<file path="src/rtl/peripheral_spram_axi4_scheduler_if.sv">
`default_nettype none
// ============================================================================
// Module   : peripheral_spram_axi4_scheduler_if
// Brief    : AXI4 request/data/response bundle between the bus and the scheduler
// Revision : 1.0
// ============================================================================
interface peripheral_spram_axi4_scheduler_if #(
   parameter int AXI_ID_WIDTH   = 10,
   parameter int AXI_ADDR_WIDTH = 64,
   parameter int AXI_DATA_WIDTH = 64,
   parameter int AXI_STRB_WIDTH = AXI_DATA_WIDTH / 8
);
   logic [AXI_ID_WIDTH-1:0]   axi_aw_id;
   logic [AXI_ADDR_WIDTH-1:0] axi_aw_addr;
   logic [7:0]                axi_aw_len;
   logic                      axi_aw_valid;
   logic                      axi_aw_ready;
   logic [AXI_ID_WIDTH-1:0]   axi_ar_id;
   logic [AXI_ADDR_WIDTH-1:0] axi_ar_addr;
   logic [7:0]                axi_ar_len;
   logic                      axi_ar_valid;
   logic                      axi_ar_ready;
   logic [AXI_DATA_WIDTH-1:0] axi_w_data;
   logic [AXI_STRB_WIDTH-1:0] axi_w_strb;
   logic                      axi_w_last;
   logic                      axi_w_valid;
   logic                      axi_w_ready;
   logic [AXI_ID_WIDTH-1:0]   axi_r_id;
   logic [AXI_DATA_WIDTH-1:0] axi_r_data;
   logic [1:0]                axi_r_resp;
   logic                      axi_r_last;
   logic                      axi_r_valid;
   logic                      axi_r_ready;
   logic [AXI_ID_WIDTH-1:0]   axi_b_id;
   logic [1:0]                axi_b_resp;
   logic                      axi_b_valid;
   logic                      axi_b_ready;

   modport slave (
      input  axi_aw_id, axi_aw_addr, axi_aw_len, axi_aw_valid,
      output axi_aw_ready,
      input  axi_ar_id, axi_ar_addr, axi_ar_len, axi_ar_valid,
      output axi_ar_ready,
      input  axi_w_data, axi_w_strb, axi_w_last, axi_w_valid,
      output axi_w_ready,
      output axi_r_id, axi_r_data, axi_r_resp, axi_r_last, axi_r_valid,
      input  axi_r_ready,
      output axi_b_id, axi_b_resp, axi_b_valid,
      input  axi_b_ready
   );

   modport master (
      output axi_aw_id, axi_aw_addr, axi_aw_len, axi_aw_valid,
      input  axi_aw_ready,
      output axi_ar_id, axi_ar_addr, axi_ar_len, axi_ar_valid,
      input  axi_ar_ready,
      output axi_w_data, axi_w_strb, axi_w_last, axi_w_valid,
      input  axi_w_ready,
      input  axi_r_id, axi_r_data, axi_r_resp, axi_r_last, axi_r_valid,
      output axi_r_ready,
      input  axi_b_id, axi_b_resp, axi_b_valid,
      output axi_b_ready
   );
endinterface
`default_nettype wire

</file>
<file path="src/rtl/peripheral_spram_axi4_scheduler.sv">
`default_nettype none
// ============================================================================
// Module   : peripheral_spram_axi4_scheduler
// Brief    : Serialises AXI4 INCR bursts onto one SPRAM port, one access/cycle.
//            Optional macro SPRAM_AXI4_RANGE_CHECK_EN flags out-of-range bursts.
// Revision : 1.0
// ============================================================================
module peripheral_spram_axi4_scheduler #(
   parameter int AXI_ID_WIDTH   = 10,
   parameter int AXI_ADDR_WIDTH = 64,
   parameter int AXI_DATA_WIDTH = 64,
   parameter int AXI_STRB_WIDTH = AXI_DATA_WIDTH / 8,
   parameter int RAM_ADDR_WIDTH = 10
) (
   input  wire logic                          clk_i,
   input  wire logic                          rst_i,
   peripheral_spram_axi4_scheduler_if.slave   axi,
   output logic                               ram_req_o,
   output logic                               ram_we_o,
   output logic [RAM_ADDR_WIDTH-1:0]          ram_addr_o,
   output logic [AXI_DATA_WIDTH-1:0]          ram_wdata_o,
   output logic [AXI_STRB_WIDTH-1:0]          ram_be_o,
   input  wire logic [AXI_DATA_WIDTH-1:0]     ram_rdata_i
);
   localparam int         ADDR_LSB    = $clog2(AXI_STRB_WIDTH);
   localparam logic [1:0] RESP_OKAY   = 2'd0;
   localparam logic [1:0] RESP_SLVERR = 2'd2;

   typedef enum logic [2:0] {
      S_IDLE  = 3'd0,
      S_WRITE = 3'd1,
      S_WRESP = 3'd2,
      S_RREQ  = 3'd3,
      S_RLAT  = 3'd4,
      S_RDATA = 3'd5
   } state_t;

   state_t                    state_q;
   logic [AXI_ID_WIDTH-1:0]   id_q;
   logic [RAM_ADDR_WIDTH-1:0] addr_q;
   logic [7:0]                len_q;
   logic [7:0]                cnt_q;
   logic [1:0]                resp_q;
   logic                      oor_q;
   logic [AXI_DATA_WIDTH-1:0] rdata_q;
   logic                      prio_wr_q;
   logic                      w_ready_q;
   logic                      b_valid_q;
   logic                      r_valid_q;
   logic                      r_last_q;

   logic w_grant_wr;
   logic w_grant_rd;
   logic w_aw_oor;
   logic w_ar_oor;
   logic w_beat_last;
   logic w_wr_beat;
   logic w_unused_addr;

`ifdef SPRAM_AXI4_RANGE_CHECK_EN
   assign w_aw_oor = |axi.axi_aw_addr[AXI_ADDR_WIDTH-1:RAM_ADDR_WIDTH+ADDR_LSB];
   assign w_ar_oor = |axi.axi_ar_addr[AXI_ADDR_WIDTH-1:RAM_ADDR_WIDTH+ADDR_LSB];
   assign w_unused_addr = ^{axi.axi_aw_addr[ADDR_LSB-1:0], axi.axi_ar_addr[ADDR_LSB-1:0]};
`else
   // Upper address bits alias modulo depth, so they are deliberately dropped.
   assign w_aw_oor = 1'b0;
   assign w_ar_oor = 1'b0;
   assign w_unused_addr = ^{axi.axi_aw_addr[AXI_ADDR_WIDTH-1:RAM_ADDR_WIDTH+ADDR_LSB],
                            axi.axi_aw_addr[ADDR_LSB-1:0],
                            axi.axi_ar_addr[AXI_ADDR_WIDTH-1:RAM_ADDR_WIDTH+ADDR_LSB],
                            axi.axi_ar_addr[ADDR_LSB-1:0]};
`endif

   // A tie goes to whichever channel was not granted last.
   assign w_grant_wr  = (state_q == S_IDLE) && axi.axi_aw_valid &&
                        (!axi.axi_ar_valid || prio_wr_q);
   assign w_grant_rd  = (state_q == S_IDLE) && axi.axi_ar_valid && !w_grant_wr;
   assign w_beat_last = (cnt_q == len_q);
   assign w_wr_beat   = (state_q == S_WRITE) && axi.axi_w_valid;

   always_ff @(posedge clk_i or posedge rst_i) begin
      if (rst_i) begin
         state_q   <= S_IDLE;
         id_q      <= '0;
         addr_q    <= '0;
         len_q     <= '0;
         cnt_q     <= '0;
         resp_q    <= RESP_OKAY;
         oor_q     <= 1'b0;
         rdata_q   <= '0;
         prio_wr_q <= 1'b1;
         w_ready_q <= 1'b0;
         b_valid_q <= 1'b0;
         r_valid_q <= 1'b0;
         r_last_q  <= 1'b0;
      end else begin
         case (state_q)
            S_IDLE: begin
               if (w_grant_wr) begin
                  id_q      <= axi.axi_aw_id;
                  addr_q    <= axi.axi_aw_addr[RAM_ADDR_WIDTH+ADDR_LSB-1:ADDR_LSB];
                  len_q     <= axi.axi_aw_len;
                  cnt_q     <= '0;
                  oor_q     <= w_aw_oor;
                  resp_q    <= w_aw_oor ? RESP_SLVERR : RESP_OKAY;
                  prio_wr_q <= 1'b0;
                  w_ready_q <= 1'b1;
                  state_q   <= S_WRITE;
               end else if (w_grant_rd) begin
                  id_q      <= axi.axi_ar_id;
                  addr_q    <= axi.axi_ar_addr[RAM_ADDR_WIDTH+ADDR_LSB-1:ADDR_LSB];
                  len_q     <= axi.axi_ar_len;
                  cnt_q     <= '0;
                  oor_q     <= w_ar_oor;
                  resp_q    <= w_ar_oor ? RESP_SLVERR : RESP_OKAY;
                  prio_wr_q <= 1'b1;
                  state_q   <= S_RREQ;
               end
            end
            S_WRITE: begin
               if (axi.axi_w_valid) begin
                  // The beat count, not w_last, terminates the burst.
                  if (axi.axi_w_last != w_beat_last) begin
                     resp_q <= RESP_SLVERR;
                  end
                  if (w_beat_last) begin
                     w_ready_q <= 1'b0;
                     b_valid_q <= 1'b1;
                     state_q   <= S_WRESP;
                  end else begin
                     cnt_q  <= cnt_q + 8'd1;
                     addr_q <= addr_q + 1'b1;
                  end
               end
            end
            S_WRESP: begin
               if (axi.axi_b_ready) begin
                  b_valid_q <= 1'b0;
                  state_q   <= S_IDLE;
               end
            end
            S_RREQ: begin
               state_q <= S_RLAT;
            end
            S_RLAT: begin
               rdata_q   <= oor_q ? '0 : ram_rdata_i;
               r_valid_q <= 1'b1;
               r_last_q  <= w_beat_last;
               state_q   <= S_RDATA;
            end
            S_RDATA: begin
               if (axi.axi_r_ready) begin
                  r_valid_q <= 1'b0;
                  if (r_last_q) begin
                     state_q <= S_IDLE;
                  end else begin
                     cnt_q   <= cnt_q + 8'd1;
                     addr_q  <= addr_q + 1'b1;
                     state_q <= S_RREQ;
                  end
               end
            end
            default: begin
               state_q <= S_IDLE;
            end
         endcase
      end
   end

   assign axi.axi_aw_ready = w_grant_wr;
   assign axi.axi_ar_ready = w_grant_rd;
   assign axi.axi_w_ready  = w_ready_q;
   assign axi.axi_b_id     = id_q;
   assign axi.axi_b_resp   = resp_q;
   assign axi.axi_b_valid  = b_valid_q;
   assign axi.axi_r_id     = id_q;
   assign axi.axi_r_data   = rdata_q;
   assign axi.axi_r_resp   = resp_q;
   assign axi.axi_r_last   = r_last_q;
   assign axi.axi_r_valid  = r_valid_q;

   assign ram_we_o    = w_wr_beat && !oor_q;
   assign ram_req_o   = ram_we_o || ((state_q == S_RREQ) && !oor_q);
   assign ram_addr_o  = addr_q;
   assign ram_wdata_o = ram_we_o ? axi.axi_w_data : '0;
   assign ram_be_o    = ram_we_o ? axi.axi_w_strb : '0;
endmodule
`default_nettype wire
</file>
<file path="src/flat_wrapper.sv">
// flat-port wrapper written by rule: the top's interface ports become plain ports
module peripheral_spram_axi4_scheduler_flat 
#(
   parameter int AXI_ID_WIDTH   = 10,
   parameter int AXI_ADDR_WIDTH = 64,
   parameter int AXI_DATA_WIDTH = 64,
   parameter int AXI_STRB_WIDTH = AXI_DATA_WIDTH / 8,
   parameter int RAM_ADDR_WIDTH = 10
)
  (clk_i, rst_i, ram_req_o, ram_we_o, ram_addr_o, ram_wdata_o, ram_be_o, ram_rdata_i, axi_axi_aw_id, axi_axi_aw_addr, axi_axi_aw_len, axi_axi_aw_valid, axi_axi_aw_ready, axi_axi_ar_id, axi_axi_ar_addr, axi_axi_ar_len, axi_axi_ar_valid, axi_axi_ar_ready, axi_axi_w_data, axi_axi_w_strb, axi_axi_w_last, axi_axi_w_valid, axi_axi_w_ready, axi_axi_r_id, axi_axi_r_data, axi_axi_r_resp, axi_axi_r_last, axi_axi_r_valid, axi_axi_r_ready, axi_axi_b_id, axi_axi_b_resp, axi_axi_b_valid, axi_axi_b_ready);
  peripheral_spram_axi4_scheduler_if #(.AXI_ID_WIDTH(AXI_ID_WIDTH), .AXI_ADDR_WIDTH(AXI_ADDR_WIDTH), .AXI_DATA_WIDTH(AXI_DATA_WIDTH), .AXI_STRB_WIDTH(AXI_STRB_WIDTH)) axi_i ();
  input  wire logic clk_i;
  input  wire logic rst_i;
  output logic ram_req_o;
  output logic ram_we_o;
  output logic [RAM_ADDR_WIDTH-1:0] ram_addr_o;
  output logic [AXI_DATA_WIDTH-1:0] ram_wdata_o;
  output logic [AXI_STRB_WIDTH-1:0] ram_be_o;
  input  wire logic [AXI_DATA_WIDTH-1:0] ram_rdata_i;
  input wire logic [$bits(axi_i.axi_aw_id)-1:0] axi_axi_aw_id;
  input wire logic [$bits(axi_i.axi_aw_addr)-1:0] axi_axi_aw_addr;
  input wire logic [$bits(axi_i.axi_aw_len)-1:0] axi_axi_aw_len;
  input wire logic [$bits(axi_i.axi_aw_valid)-1:0] axi_axi_aw_valid;
  output wire logic [$bits(axi_i.axi_aw_ready)-1:0] axi_axi_aw_ready;
  input wire logic [$bits(axi_i.axi_ar_id)-1:0] axi_axi_ar_id;
  input wire logic [$bits(axi_i.axi_ar_addr)-1:0] axi_axi_ar_addr;
  input wire logic [$bits(axi_i.axi_ar_len)-1:0] axi_axi_ar_len;
  input wire logic [$bits(axi_i.axi_ar_valid)-1:0] axi_axi_ar_valid;
  output wire logic [$bits(axi_i.axi_ar_ready)-1:0] axi_axi_ar_ready;
  input wire logic [$bits(axi_i.axi_w_data)-1:0] axi_axi_w_data;
  input wire logic [$bits(axi_i.axi_w_strb)-1:0] axi_axi_w_strb;
  input wire logic [$bits(axi_i.axi_w_last)-1:0] axi_axi_w_last;
  input wire logic [$bits(axi_i.axi_w_valid)-1:0] axi_axi_w_valid;
  output wire logic [$bits(axi_i.axi_w_ready)-1:0] axi_axi_w_ready;
  output wire logic [$bits(axi_i.axi_r_id)-1:0] axi_axi_r_id;
  output wire logic [$bits(axi_i.axi_r_data)-1:0] axi_axi_r_data;
  output wire logic [$bits(axi_i.axi_r_resp)-1:0] axi_axi_r_resp;
  output wire logic [$bits(axi_i.axi_r_last)-1:0] axi_axi_r_last;
  output wire logic [$bits(axi_i.axi_r_valid)-1:0] axi_axi_r_valid;
  input wire logic [$bits(axi_i.axi_r_ready)-1:0] axi_axi_r_ready;
  output wire logic [$bits(axi_i.axi_b_id)-1:0] axi_axi_b_id;
  output wire logic [$bits(axi_i.axi_b_resp)-1:0] axi_axi_b_resp;
  output wire logic [$bits(axi_i.axi_b_valid)-1:0] axi_axi_b_valid;
  input wire logic [$bits(axi_i.axi_b_ready)-1:0] axi_axi_b_ready;
  assign axi_i.axi_aw_id = axi_axi_aw_id;
  assign axi_i.axi_aw_addr = axi_axi_aw_addr;
  assign axi_i.axi_aw_len = axi_axi_aw_len;
  assign axi_i.axi_aw_valid = axi_axi_aw_valid;
  assign axi_axi_aw_ready = axi_i.axi_aw_ready;
  assign axi_i.axi_ar_id = axi_axi_ar_id;
  assign axi_i.axi_ar_addr = axi_axi_ar_addr;
  assign axi_i.axi_ar_len = axi_axi_ar_len;
  assign axi_i.axi_ar_valid = axi_axi_ar_valid;
  assign axi_axi_ar_ready = axi_i.axi_ar_ready;
  assign axi_i.axi_w_data = axi_axi_w_data;
  assign axi_i.axi_w_strb = axi_axi_w_strb;
  assign axi_i.axi_w_last = axi_axi_w_last;
  assign axi_i.axi_w_valid = axi_axi_w_valid;
  assign axi_axi_w_ready = axi_i.axi_w_ready;
  assign axi_axi_r_id = axi_i.axi_r_id;
  assign axi_axi_r_data = axi_i.axi_r_data;
  assign axi_axi_r_resp = axi_i.axi_r_resp;
  assign axi_axi_r_last = axi_i.axi_r_last;
  assign axi_axi_r_valid = axi_i.axi_r_valid;
  assign axi_i.axi_r_ready = axi_axi_r_ready;
  assign axi_axi_b_id = axi_i.axi_b_id;
  assign axi_axi_b_resp = axi_i.axi_b_resp;
  assign axi_axi_b_valid = axi_i.axi_b_valid;
  assign axi_i.axi_b_ready = axi_axi_b_ready;
  peripheral_spram_axi4_scheduler #(.AXI_ID_WIDTH(AXI_ID_WIDTH), .AXI_ADDR_WIDTH(AXI_ADDR_WIDTH), .AXI_DATA_WIDTH(AXI_DATA_WIDTH), .AXI_STRB_WIDTH(AXI_STRB_WIDTH), .RAM_ADDR_WIDTH(RAM_ADDR_WIDTH)) u_core (.clk_i(clk_i), .rst_i(rst_i), .axi(axi_i), .ram_req_o(ram_req_o), .ram_we_o(ram_we_o), .ram_addr_o(ram_addr_o), .ram_wdata_o(ram_wdata_o), .ram_be_o(ram_be_o), .ram_rdata_i(ram_rdata_i));
endmodule
</file>
<file path="config.mk">
export PLATFORM = sky130hd
export DESIGN_NAME = peripheral_spram_axi4_scheduler_flat
export DESIGN_NICKNAME = d
export VERILOG_FILES = /design/src/rtl/peripheral_spram_axi4_scheduler_if.sv /design/src/rtl/peripheral_spram_axi4_scheduler.sv /design/src/flat_wrapper.sv
export SDC_FILE = /design/constraint.sdc
export NUM_CORES = 1
export LEC_CHECK = 0
export ABC_CLOCK_PERIOD_IN_PS = 5100
export CAP_MARGIN = 20
export CORE_AREA = 4 4 185 187
export CTS_CLUSTER_DIAMETER = 120
export DETAILED_ROUTE_END_ITERATION = 8
export DIE_AREA = 0 0 189 191
export SYNTH_ARGS = -nofsm -noshare
export SYNTH_HDL_FRONTEND = slang
export SYNTH_SLANG_ARGS = --single-unit
</file>
<file path="constraint.sdc">
create_clock -name clk_i -period 5.1 [get_ports clk_i]
set_input_delay 1.02 -clock clk_i [delete_from_list [all_inputs] [get_ports clk_i]]
set_output_delay 1.02 -clock clk_i [all_outputs]
set_load 0.02 [all_outputs]
</file>
==> results.toml, run 1 <==
[status]
outcome = "finished, final reports clean"

[power_and_ir_drop]
pwr-share-clk = 0.159
powerDensity_nw_per_um2 = 540
p_leak_nw = 4.38
internal_power_mw = 3.27
switchingPower_mw = 2.23
power_mw = 5.50
swShare = 0.405
seqPwrFrac = 0.272
ir_drop_v = 0.000253
pwr-share-comb = 0.569

[routing]
dr.pass1.iters = 4
drc_errors = 0
ant_nets = 0
wire_per_inst_um = 17.2
drtIter0Drc = 181
wl_um = 22800
via_count = 5445
viasPerCell = 4.09

[synthesis]
netlist_top_cells_count = "dfrtp_1 (108), and3_1 (77), mux2_2 (68)"
synth_area_leader_cell = "dfrtp_1"
yosys.area_share.xor_xnor = 0.0123
synth-warning-count = 0
ys_seq_area_frac = 0.479
synth_compound_area_frac = 0.103
synth-seq-cells = 109
synth_area_per_cell_um2 = 10.6
synth_area_leaders = "dfrtp_1 (47%), mux2_2 (13%), and3_1 (8.5%)"
synth_cells = 539
netlist.area_leader.share = 0.474
syn_area_um2 = 5700
muxShareOfSynthArea = 0.164
yosysMostFrequentCell = "dfrtp_1"
yosysUniqueCellTypes = 52
synth_top_family_by_area = "simple AND/OR/NAND/NOR gates"
synth_flop_cell = "dfrtp_1"
synth_edf_count = 0
synthArstFlopShare = 1.00
synth-simple-area-share = 0.172
synth-adder-area-share = 0.00439

[finish]
final_area_um2 = 10200
drive_gt1_frac = 0.124
fin_nets = 1193
nFillCells = 3350
syn_to_final_growth_pct = 78.8

[floorplanning]
die_x_um = 189
dieArea_um2 = 36100
fp.dieH_um = 191
start_util = 0.176
core_area_um2 = 32500
rows = 66
io_pins = 486

[job]
cap_viol_max_count = 0

[worst_setup_path]
cp.required_ns = 4.08
reg2reg_depth = 5
cp-end-kind = "output port"
arrival_ns = 3.05
path_class = "input port to output port"
start_kind = "input port"
worstPathMaxFanout = 29
crit-reg2reg-launch = "u_core.cnt_q[0]"
rrSetupSlack_ns = 2.89
reg2reg_to = "u_core.ram_addr_o[1]"

[clocking]
cts_sinks = 109
cts_root_buffer = "clkbuf_16"
clock_latency_ns = 0.36
clockBufferDepth = 2
cts_buffers = 9
clk_pin_slew_ns = 0.07
h-tree-depth = 3
cts_tree = "done"
post_cts_hold_buffer_count = 0
cts_resized = 0
cts_setup_buffers = 0

[grt]
grt_antenna_before_repair = 1
grt_pass1_vias = 5741
grt_usage = 0.122
grt_max_degree = 67
grt_first_pass_wirelength_um = 34000
grt_overflow_total = 0

[worst_hold_path]
min_path_type = "flip-flop to flip-flop"
worstHoldStart = "u_core.axi.axi_b_valid"
min_to = "u_core.axi.axi_b_valid"
hold-path-cell-count = 2

[timing]
slew_headroom = 0.402
finalMaxSlewViolations = 0
timing.fmax_mhz = 245
rsz0062_at_grt = "false"
skew_ns = 0.0102
fin_tns_setup_ns = 0
period_share = 0.799
finalHoldViolations = 0
timing.hold.ws_ns = 0.504
finalSetupViolations = 0
worstMarginPinSlew_ns = 0.896
layout_min_cycle_time_ns = 4.07

[placement]
port_buffers = 375
dpl.hpwl_um = 18100
gp_congestion = 0.732
dpl_cell_area_um2 = 9820
[worst max path at each step]
stage,from,end,slack (ns),cells after the start
2_1_floorplan,rst_i,u_core.axi.axi_b_id[0],1.21,1
3_3_place_gp,axi_axi_w_valid,ram_wdata_o[7],0.98,5
3_5_place_dp,axi_axi_w_valid,ram_wdata_o[7],0.98,5
4_1_cts,axi_axi_w_valid,ram_wdata_o[7],0.97,5
5_1_grt,axi_axi_w_valid,ram_wdata_o[7],0.91,5
6_report,axi_axi_w_valid,ram_wdata_o[7],1.03,5
[power by group through the flow]
| stage | Sequential, mW | Clock [mW] | Combinational [mW] |
|---|---|---|---|
| floorplan | 1.78 | 0 | 1.48 |
| detailed placement | 1.52 | 0 | 3.18 |
| global placement | 1.50 | 0 | 3.15 |
| CTS | 1.51 | 0.908 | 3.19 |
| finish | 1.50 | 0.874 | 3.13 |
| global route | 1.56 | 0.948 | 3.38 |
[worst max-delay path: stages]
cell	delay [ns]
clkdlybuf4s50_1	0.64
nor2b_4	0.24
buf_4	0.28
and3_1	0.22
clkdlybuf4s50_1	0.65
[state kept, by name, indices dropped and copies added (netlist names)]
name,cells
u_core.axi.axi_b_id,10
u_core.len_q,8
u_core.cnt_q,8
u_core.prio_wr_q,1
u_core.axi.axi_b_valid,1
u_core.axi.axi_r_last,1
u_core.axi.axi_r_data,64
u_core.ram_addr_o,10
u_core.axi.axi_w_ready,1
u_core.axi.axi_r_valid,1
u_core.axi.axi_b_resp,1
u_core.state_q,3
[placed cells by master, fill, tap and decap left out, drive strengths merged, types with 8 or more instances in the layout]
| cell | instances |
|---|---|
| inv | 13 |
| buf | 12 |
| xnor2 | 8 |
| dfrtp | 108 |
| nand2 | 54 |
| mux2i | 17 |
| clkdlybuf4s50 | 375 |
| a31oi | 11 |
| and3 | 77 |
| clkbuf | 11 |
| mux2 | 68 |
| nand3 | 8 |
| a211oi | 13 |
| o21ai | 19 |
| nor2 | 25 |
[cell families (layout without fill, tap and decap cells)]
group                    Yosys count  in the layout
other                              1              3
flip-flops                       109            109
XOR/XNOR                           8              8
multiplexers                      85             85
AO/OA/AOI/OAI                     81             81
buffers and inverters             68            415
AND/OR/NAND/NOR                  185            185
adder cells (fa/ha/maj)            2              2
[area by class of cell]
type                    instances  area (um^2)  area share
diodes                          1         2.50    0.000246
clock buffers                  11          243      0.0238
clock inverters                 4          120      0.0118
inverters                      13         51.3     0.00504
multi-input cells             363         2630       0.259
flip-flops and latches        109         2730       0.268
well taps                     442          553      0.0543
repair buffers                387         3860       0.378
[metal layers]
layer | track usage | up-vias | share of wire
li1 | - | 2593 | -
met1 | 0.141 | 2591 | 0.40
met2 | 0.211 | 249 | 0.49
met3 | 0.0471 | 12 | 0.096
met4 | 0.0317 | 0 | 0.011
met5 | 0 | - | 0
[per-stage QoR]
stage | utilization | setup slack, ns | instances
6_report | 0.314 | 1.03 | 1330
3_5_place_dp | 0.303 | 0.975 | 1314
2_1_floorplan | - | 1.21 | 540
4_1_cts | 0.314 | 0.969 | 1329
3_3_place_gp | 0.303 | 0.976 | 1314
5_1_grt | 0.314 | 0.913 | 1330
Power figures use the tool's default switching activity.
==> inputs of run 2 (changes only) <==
--- a/config.mk
+++ b/config.mk
@@ -5,12 +5,12 @@
 export SDC_FILE = /design/constraint.sdc
 export NUM_CORES = 1
 export LEC_CHECK = 0
-export ABC_CLOCK_PERIOD_IN_PS = 5100
+export ABC_CLOCK_PERIOD_IN_PS = 3500
 export CAP_MARGIN = 20
-export CORE_AREA = 4 4 185 187
+export CORE_AREA = 4 4 188 190
 export CTS_CLUSTER_DIAMETER = 120
 export DETAILED_ROUTE_END_ITERATION = 8
-export DIE_AREA = 0 0 189 191
+export DIE_AREA = 0 0 192 194
 export SYNTH_ARGS = -nofsm -noshare
 export SYNTH_HDL_FRONTEND = slang
 export SYNTH_SLANG_ARGS = --single-unit
==> constraint.sdc (replaced) <==
create_clock -name clk_i -period 3.5 [get_ports clk_i]
set_input_delay 0.7 -clock clk_i [delete_from_list [all_inputs] [get_ports clk_i]]
set_output_delay 0.7 -clock clk_i [all_outputs]
set_load 0.02 [all_outputs]
==> results.toml, run 2 (synthesis results as in run 1) <==
[worst_setup_path]
worstPathMaxFanout = 72
reg2reg_depth = 5
slowest_delay_ns = 0.62
path_class = "input port to output port"
cp.required_ns = 2.80
critPathMostFrequentCell = "clkdlybuf4s50_1"
arrival_ns = 2.53
slowest_stage = "clkdlybuf4s50_1"
reg2reg_to = "u_core.cnt_q[1]"
crit_family = "buffers and inverters"
path_buf_inv = 3
start_kind = "input port"
cp-end-kind = "output port"
crit-reg2reg-launch = "u_core.cnt_q[1]"
rrSetupSlack_ns = 1.23
crit_chain = "clkdlybuf4s50_1, nor2b_4, buf_12, and3_1, clkdlybuf4s50_1"

[finish]
final_area_um2 = 10200
syn_to_final_growth_pct = 79.2
drive_gt1_frac = 0.130
most-common-layout-cells = "clkdlybuf4s50_1 (375), dfrtp_1 (108), and3_1 (77), mux2_2 (68), nand2_1 (54)"
final_util = 0.305
diodes = 0
nFillCells = 3432
stdcell_count = 1340
final_common_cell = "clkdlybuf4s50_1"
fin_nets = 1197
largest_register_ffs = 64

[routing]
viasPerCell = 4.13
drtIter0Drc = 266
drc_errors = 0
dr.pass1.iters = 4
wire_per_inst_um = 16.8
via_count = 5535
wl_um = 22500
ant_nets = 0

[grt]
grt_first_pass_wirelength_um = 32800
grt_usage = 0.114
grt_max_degree = 73
grt_antenna_before_repair = 1
grt_pass1_vias = 5547
grt_overflow_total = 0

[clocking]
cts_setup_buffers = 0
cts_tree = "done"
post_cts_hold_buffer_count = 0
cts_root_buffer = "clkbuf_16"
h-tree-depth = 3
cts_resized = 0
clock_latency_ns = 0.36
clockBufferDepth = 2
clk_pin_slew_ns = 0.07
cts_buffers = 9
cts_sinks = 109

[placement]
dpl_cell_area_um2 = 9900
port_buffers = 375
gp_congestion = 0.737
dpl.hpwl_um = 17500
dp_slack_ns = 0.264
dp.cells = 1324

[worst_hold_path]
hold-path-cell-count = 2
min_to = "u_core.axi.axi_b_valid"
worstHoldStart = "u_core.axi.axi_b_valid"
min_path_type = "flip-flop to flip-flop"

[floorplanning]
core_area_um2 = 33400
io_pins = 486
die_x_um = 192
fp.dieH_um = 194
start_util = 0.170
dieArea_um2 = 37200
rows = 67

[timing]
finalSetupViolations = 0
finalMaxSlewViolations = 0
setup_ws_ns = 0.272
layout_min_cycle_time_ns = 3.23
timing.fmax_mhz = 310
rsz0062_at_grt = "false"
slew_headroom = 0.598
finalHoldViolations = 0
timing.hold.ws_ns = 0.495
skew_ns = 0.0131
worstMarginPinSlew_ns = 0.602
fin_tns_setup_ns = 0
period_share = 0.922

[power_and_ir_drop]
seqPwrFrac = 0.275
power_mw = 7.90
swShare = 0.414
pwr-share-comb = 0.585
p_leak_nw = 4.39
ir_drop_v = 0.000325
pwr-share-clk = 0.141
internal_power_mw = 4.63
powerDensity_nw_per_um2 = 774
switchingPower_mw = 3.27

[status]
outcome = "finished, final reports clean"

[job]
cap_viol_max_count = 0
[run 2: cell types whose count changed in the layout (fill, tap and decap cells not counted), sizes merged]
cell / before / now
bufinv: 4 / 1
buf: 12 / 16
clkinvlp: 0 / 1
diode: 1 / 0
clkinv: 0 / 3
[run 2: worst max-delay path by stage]
stage | startpoint | end | slack, ns | depth (start not counted)
2_1_floorplan | axi_axi_w_valid | ram_wdata_o[10] | 1.20 | 4
3_3_place_gp | axi_axi_w_valid | ram_wdata_o[54] | 0.26 | 5
3_5_place_dp | axi_axi_w_valid | ram_wdata_o[54] | 0.26 | 5
4_1_cts | axi_axi_w_valid | ram_wdata_o[54] | 0.26 | 5
5_1_grt | u_core.state_q[1] | ram_wdata_o[7] | 0.13 | 4
6_report | axi_axi_w_valid | ram_wdata_o[54] | 0.27 | 5
[run 2: per-layer routing]
| metal | track usage | up-vias | share of wire |
|---|---|---|---|
| met2 | 0.202 | 295 | 0.49 |
| li1 | - | 2590 | - |
| met1 | 0.125 | 2629 | 0.38 |
| met4 | 0.0267 | 2 | 0.013 |
| met3 | 0.0483 | 19 | 0.12 |
| met5 | 0 | - | 0.00058 |
[run 2: power by group through the flow]
stage | Combinational [mW] | Clock (mW) | Sequential [mW]
5_1_grt | 4.96 | 1.21 | 2.25
4_1_cts | 4.68 | 1.16 | 2.18
6_report | 4.62 | 1.11 | 2.17
2_1_floorplan | 2.15 | 0 | 2.59
3_5_place_dp | 4.66 | 0 | 2.20
3_3_place_gp | 4.63 | 0 | 2.18
[run 2: worst min-delay path, cell delays in order (launching register included)]
cell and delay (ns):
dfrtp_1 0.36, nand2_1 0.05, nand2_1 0.05
[run 2: cell type report]
cell class	instances	area [um^2]	share of cell area
Clock buffer	11	253	0.0248
Clock inverter	5	57.6	0.00564
Inverter	13	52.6	0.00515
Multi-Input combinational cell	363	2630	0.258
Sequential cell	109	2730	0.267
Tap cell	448	561	0.0549
Timing Repair Buffer	391	3920	0.384
